[src/rtl/seq_port_alloc_pipe.sv]
// Pipelined output-port allocator: one flit per stage, multicast capped,
// deflection from a per-set rotating pointer, drop when nothing is free.
module seq_port_alloc_pipe #(
  parameter int NUM_OUT  = 4,
  parameter int NUM_FLIT = 4,
  parameter int MAX_COPY = 3,
  parameter int CNT_W    = 3
) (
  input  logic                         clk,
  input  logic                         reset,
  input  logic                         in_valid,
  output logic                         in_ready,
  input  logic [NUM_FLIT-1:0]          in_fvalid,
  input  logic [NUM_FLIT-1:0]          in_mc,
  input  logic [NUM_FLIT*NUM_OUT-1:0]  in_ppv,
  input  logic [NUM_OUT-1:0]           in_avail,
  output logic                         out_valid,
  input  logic                         out_ready,
  output logic [NUM_FLIT*NUM_OUT-1:0]  out_alloc,
  output logic [NUM_FLIT-1:0]          out_defl,
  output logic [NUM_FLIT-1:0]          out_drop,
  output logic [NUM_OUT-1:0]           out_avail,
  output logic [CNT_W-1:0]             out_count
);

  localparam int PW = (NUM_OUT > 1) ? $clog2(NUM_OUT) : 1;
  localparam int AW = NUM_FLIT * NUM_OUT;

  typedef struct packed {
    logic                vld;
    logic [NUM_FLIT-1:0] fv;
    logic [NUM_FLIT-1:0] mc;
    logic [AW-1:0]       ppv;
    logic [AW-1:0]       alloc;
    logic [NUM_FLIT-1:0] defl;
    logic [NUM_FLIT-1:0] drop;
    logic [NUM_OUT-1:0]  avail;
    logic [PW-1:0]       dptr;
    logic [CNT_W-1:0]    cnt;
  } stage_t;

  stage_t        st  [NUM_FLIT];
  stage_t        nxt [NUM_FLIT];
  stage_t        inRec;
  logic [PW-1:0] dptr;
  logic          adv;

  // Returns {drop, defl, grant} for one flit against the live avail vector.
  function automatic logic [NUM_OUT+1:0] allocFlit(
    input logic               fv,
    input logic               mc,
    input logic [NUM_OUT-1:0] ppv,
    input logic [NUM_OUT-1:0] avail,
    input logic [PW-1:0]      ptr
  );
    logic [NUM_OUT-1:0] cand;
    logic [NUM_OUT-1:0] grant;
    logic               defl;
    logic               drop;
    logic               found;
    int                 n;
    int                 lim;
    int                 idx;
    cand  = ppv & avail;
    grant = '0;
    defl  = 1'b0;
    drop  = 1'b0;
    found = 1'b0;
    n     = 0;
    lim   = mc ? MAX_COPY : 1;
    if (fv && ppv != '0) begin
      if (cand != '0) begin
        for (int i = 0; i < NUM_OUT; i++) begin
          if (cand[i] && n < lim) begin
            grant[i] = 1'b1;
            n++;
          end
        end
      end else begin
        for (int j = 0; j < NUM_OUT; j++) begin
          idx = (int'(ptr) + j) % NUM_OUT;
          if (!found && avail[idx]) begin
            grant[idx] = 1'b1;
            found      = 1'b1;
          end
        end
        defl = found;
        drop = !found;
      end
    end
    return {drop, defl, grant};
  endfunction

  // Applies flit k's allocation to a set record.
  function automatic stage_t stepFlit(input stage_t s, input int k);
    stage_t               r;
    logic [NUM_OUT+1:0]   a;
    logic [NUM_OUT-1:0]   g;
    logic [CNT_W-1:0]     pc;
    r  = s;
    a  = allocFlit(s.fv[k], s.mc[k], s.ppv[k*NUM_OUT +: NUM_OUT],
                   s.avail, s.dptr);
    g  = a[NUM_OUT-1:0];
    pc = '0;
    for (int i = 0; i < NUM_OUT; i++) pc = pc + CNT_W'(g[i]);
    r.alloc[k*NUM_OUT +: NUM_OUT] = g;
    r.defl[k] = a[NUM_OUT];
    r.drop[k] = a[NUM_OUT+1];
    r.avail   = s.avail & ~g;
    r.cnt     = s.cnt + pc;
    return r;
  endfunction

  assign adv      = ~out_valid | out_ready;
  assign in_ready = adv;

  // Fresh set record; fields only populated for a real set.
  always_comb begin
    inRec     = '0;
    inRec.vld = in_valid;
    if (in_valid) begin
      inRec.fv    = in_fvalid;
      inRec.mc    = in_mc;
      inRec.ppv   = in_ppv;
      inRec.avail = in_avail;
      inRec.dptr  = dptr;
    end
  end

  // Each stage allocates its own flit from the previous stage's record.
  always_comb begin
    for (int k = 0; k < NUM_FLIT; k++) begin
      nxt[k] = stepFlit((k == 0) ? inRec : st[(k == 0) ? 0 : k-1], k);
    end
  end

  // Stage registers shift together; pointer advances per accepted set.
  always_ff @(posedge clk) begin
    if (!reset) begin
      for (int k = 0; k < NUM_FLIT; k++) st[k] <= '0;
      dptr <= '0;
    end else if (adv) begin
      for (int k = 0; k < NUM_FLIT; k++) st[k] <= nxt[k];
      if (in_valid) begin
        dptr <= (dptr == PW'(NUM_OUT-1)) ? '0 : dptr + PW'(1);
      end
    end
  end

  assign out_valid = st[NUM_FLIT-1].vld;
  assign out_alloc = st[NUM_FLIT-1].alloc;
  assign out_defl  = st[NUM_FLIT-1].defl;
  assign out_drop  = st[NUM_FLIT-1].drop;
  assign out_avail = st[NUM_FLIT-1].avail;
  assign out_count = st[NUM_FLIT-1].cnt;

endmodule
[config.mk]
export PLATFORM = sky130hd
export DESIGN_NAME = seq_port_alloc_pipe
export DESIGN_NICKNAME = d
export VERILOG_FILES = /design/src/rtl/seq_port_alloc_pipe.sv
export SDC_FILE = /design/constraint.sdc
export NUM_CORES = 1
export LEC_CHECK = 0
export ABC_AREA = 1
export BUFFER_PORTS_ARGS = -buffer_cell sky130_fd_sc_hd__clkbuf_2
export CORE_MARGIN = 2
export CORE_UTILIZATION = 23
export DETAILED_ROUTE_END_ITERATION = 16
export PLACE_DENSITY = 0.44
export SLEW_MARGIN = 20
export SYNTH_ARGS = -nofsm -noshare
export SYNTH_HDL_FRONTEND = slang
export SYNTH_SLANG_ARGS = --single-unit
[constraint.sdc]
create_clock -name clk -period 11.1 [get_ports clk]
set_input_delay 2.22 -clock clk [delete_from_list [all_inputs] [get_ports clk]]
set_output_delay 2.22 -clock clk [all_outputs]
set_load 0.01 [all_outputs]
# Word-level counts from Yosys, hierarchy flattened
# Memories as Yosys holds them, arrays and structs flattened.
# Cells that the tools add are included.
[classes]
n_addsub = 36
order_cmp = 48
n_eq_ne = 1
muxes = 255
bitwise = 42
n_reduce_logical = 85
[op_table]
columns = ["op", "n"]
rows = [
  ["$mux 32", 32],
  ["$lt 32x3->1", 12],
  ["$add 32x2->32 const B", 8],
  ["$mux 58", 4],
  ["$mux 4", 48],
  ["$mux 1", 132],
  ["$logic_and 1x1->1", 48],
  ["$lt 3x4->1 const B", 12],
  ["$or 4x4->4", 12],
  ["$ge 3x1->1 const B", 12],
  ["$and 4x4->4", 8],
  ["$bmux 1 s2", 16],
  ["$demux 1 s2", 16],
  ["$reduce_bool 4->1", 8],
  ["$mux 24", 1],
  ["$reduce_or 2->1", 12],
  ["$add 2x2->2 const B", 8],
  ["$logic_not 1->1", 16],
  ["$not 4->4", 4],
  ["$add 2x1->3", 4],
  ["$add 3x1->3", 4],
  ["$and 1x1->1 const A", 12],
  ["$lt 2x3->1 const B", 4],
  ["$add 2x1->2 const B", 5],
  ["10 further kinds", 29],
]
[word_totals]
reg_bits = 2
ram_bits = 232
in_bits = 32
n_memories = 1
[memory_table]
columns = ["name", "words", "width", "rd", "rd_ports_with_merged_regs", "wr", "line_no", "text"]
rows = [
  ["st", 4, 58, 4, 0, 4, "42", "stage_t st [NUM_FLIT];"],
]

# Depth between registers and ports, before layout
# An unclocked memory read counts as a cell.
[logic_depth]
word_depth = 27
ltp_mapped = 22

# Least setup slack after synthesis
# No wires, ideal clock.
[synth_path]
kind = "input -> register"
from = "input port reset"
to = "memory st[0][0] (netlist bit) (enable)"
setup_ns = 1.501
arrival_time_ns = 5.272
path_slack_ns = 4.326
cell_stages = 1
cell_sequence = "nand3_1"
[synth_lines]
columns = ["item", "line_no", "text"]
rows = [
  ["start, declared", "10", "input logic reset,"],
  ["end, declared", "42", ""],
]

==> flow_summary.json <==
{
  "status": "completed",
  "drive_gt1_frac": 0.188,
  "grt_pass1_wl_um": 29000,
  "register_area_um2": 4060,
  "antenna_found_initial": 0,
  "synthArstFlopShare": 0,
  "drv_cap": 0,
  "r2r.worst_path.cells": 21,
  "final_max_slew_viol_count": 0,
  "seq_area_frac_synth": 0.499,
  "wire_per_inst_um": 12.0,
  "initial_utilization": 0.235,
  "firstDrtPassIters": 4,
  "synthesis.nets": 989,
  "worstMarginPinSlew_ns": 0.709,
  "path_clk_slew_ns": 0.06,
  "synth.distinct_cells": 42,
  "holdPathEnd": "dptr[1]",
  "syn_area_um2": 8150,
  "grt_start_max_net_pins": 58,
  "cts_tree": "done",
  "r2r_end": "st[3][2]",
  "diodes": 0,
  "final_hold_viol_count": 0,
  "fillCellCount": 3719,
  "worstPathMaxFanout": 19,
  "drc": 0,
  "worstSkewPairLatency_ns": 0.42,
  "htree_levels": 4,
  "layout_min_cycle_time_ns": 5.79,
  "power_frac_clock": 0.451,
  "synthTopCellsByArea": "edfxtp_1, nand2_1, inv_1",
  "cp-end-kind": "flop",
  "die_x_um": 192,
  "num_rows": 68,
  "cpPeakStageDelay_ns": 0.48,
  "viasPerCell": 4.05,
  "cp.arrival_ns": 5.95,
  "routed_wirelength_um": 17300,
  "dp_hpwl_um": 12500,
  "numCtsBuffers": 17,
  "hold_class": "reg -> reg",
  "yosysMostFrequentCell": "nand2_1",
  "ys_top_cells_by_count": "nand2_1, inv_1, nor2_1",
  "crit_chain": "clkbuf_2, nand2_1, nor2_1, a21oi_1, ha_1, ha_1, nand2_1, nand2_1, nor2_1, mux2_2, ha_1, nor3_1, nand3_1, nand2_1, nand2_1, fa_1, inv_1, ha_1, ha_1, inv_1, nor2_1",
  "finalSetupTns_ns": 0,
  "power_density_nw_per_um2": 140,
  "synth_edf_count": 134,
  "ys.flop_type": "edfxtp_1",
  "overflow": 0,
  "via_count": 5844,
  "min-delay-start": "dptr[1]",
  "r2r_slack_ns": 6.66,
  "grt_pass1_vias": 5850,
  "setup_ws_ns": 5.31,
  "cts_resized": 0,
  "relSlewSlack": 0.522,
  "cp.required_ns": 11.26,
  "multi_input_area_um2": 3390,
  "fin_crit_sh": 0.521,
  "post-place-ws_ns": 4.86,
  "synth_top_cell_by_area": "edfxtp_1",
  "port_buffers": 64,
  "fin_skew_ns": 0.0163,
  "cts.sinks": 136,
  "path_class": "in -> reg",
  "internal_power_uw": 1010,
  "finalSetupViolCount": 0,
  "rsz0062_at_grt": "no",
  "p_sw_uw": 342,
  "start_kind": "input port",
  "combPwrFrac": 0.107,
  "slowest_stage": "fa_1",
  "fin_nets": 1060,
  "irDropWorstVdd_mv": 0.116,
  "cts-hold-fix-buffers": 0,
  "r2r_start": "st[2][5]",
  "fp.coreArea_um2": 34700,
  "ant_nets": 0,
  "p_seq_frac": 0.441,
  "p_sw_frac": 0.253,
  "p_leak_uw": 0.00441,
  "drt_iter0_drc": 305,
  "cts_root_buffer": "clkbuf_16",
  "synthCells": 904,
  "die_h_um": 192,
  "yosysTopAreaCellShare": 0.494,
  "min_path_cells": 2,
  "synth-seq-cells": 136,
  "fmax_mhz": 173,
  "post_cts_buffers": 0,
  "routabilityCongestion": 0.772,
  "io-pin-count": 65,
  "synth_warnings": 0,
  "synth_area_per_cell_um2": 9.01,
  "cts_buffer_depth": 2,
  "track_usage": 0.0994,
  "area_delta_synth_final_pct": 18.1,
  "dieArea_um2": 37000,
  "power.total_uw": 1350
}
==> power groups by stage <==
| stage | Sequential, uW | Combinational [uW] | Clock [uW] |
|---|---|---|---|
| detailed placement | 607 | 147 | 0 |
| floorplan | 603 | 110 | 0 |
| global placement | 606 | 146 | 0 |
| CTS | 596 | 147 | 625 |
| global route | 598 | 166 | 645 |
| finish | 595 | 145 | 609 |
==> worst max-delay path by stage <==
stage,startpoint,to,slack (ns),depth (start not counted)
5_1_grt,in_valid,st[0][1],4.98,21
2_1_floorplan,reset,st[0][0],4.33,1
4_1_cts,in_valid,st[0][1],5.32,21
3_5_place_dp,in_valid,st[0][1],4.86,21
3_3_place_gp,in_valid,st[0][1],5.01,21
6_report,in_valid,st[0][1],5.31,21
==> registers in the layout, indices dropped and copies added (netlist names) <==
| signal | flops |
|---|---|
| dptr | 2 |
| st | 134 |
==> kinds of logic after synthesis <==
family	after synthesis	synth area share
buf+inv	184	0.0877
compound gates	46	0.0349
fa+ha+maj	53	0.0906
simple gates	480	0.283
mux	1	0.00138
xor+xnor	4	0.00430
flops	136	0.499
==> placed cells by master, fill, tap and decap left out, drive strengths merged, types with 3 or more instances in the layout <==
master,count
nand3,94
clkbuf,82
ha,43
fa,10
inv,172
o21ai,16
nand3b,3
clkinv,5
edfxtp,134
xor2,3
bufinv,4
and3,7
nor3,12
nand4,5
nand2,191
a21oi,23
buf,3
nor2,167
==> critical path, delay by kind of cell <==
| family | cells | cell delay, ns |
|---|---|---|
| fa+ha+maj | 6 | 1.61 |
| mux | 1 | 0.38 |
| compound gates | 1 | 0.14 |
| buf+inv | 3 | 0.43 |
| simple gates | 10 | 1.16 |
==> layout make-up <==
| type | count | area share |
|---|---|---|
| Clock inverter | 14 | 0.0200 |
| Multi-Input combinational cell | 584 | 0.352 |
| Sequential cell | 136 | 0.422 |
| Tap cell | 455 | 0.0591 |
| Clock buffer | 18 | 0.0446 |
| Inverter | 169 | 0.0663 |
| Timing Repair Buffer | 67 | 0.0356 |
==> stage by stage <==
| stage | hold slack (ns) | instances | instance area (um2) | util |
|---|---|---|---|---|
| finish | 0.517 | 1443 | 9630 | 0.277 |
| global route | 0.530 | 1443 | 9630 | 0.277 |
| CTS | 0.518 | 1443 | 9630 | 0.277 |
| detailed placement | 0.509 | 1411 | 9000 | 0.259 |
| global placement | 0.506 | 1411 | 9000 | 0.259 |
| floorplan | 0.487 | 904 | 8150 | - |
==> routing by layer <==
layer	global-route usage	routed length, um
met5	0	0
met4	0.0285	165
met3	0.0216	671
met2	0.163	8040
met1	0.131	8470
No activity file was read; power rests on OpenSTA's default activity.
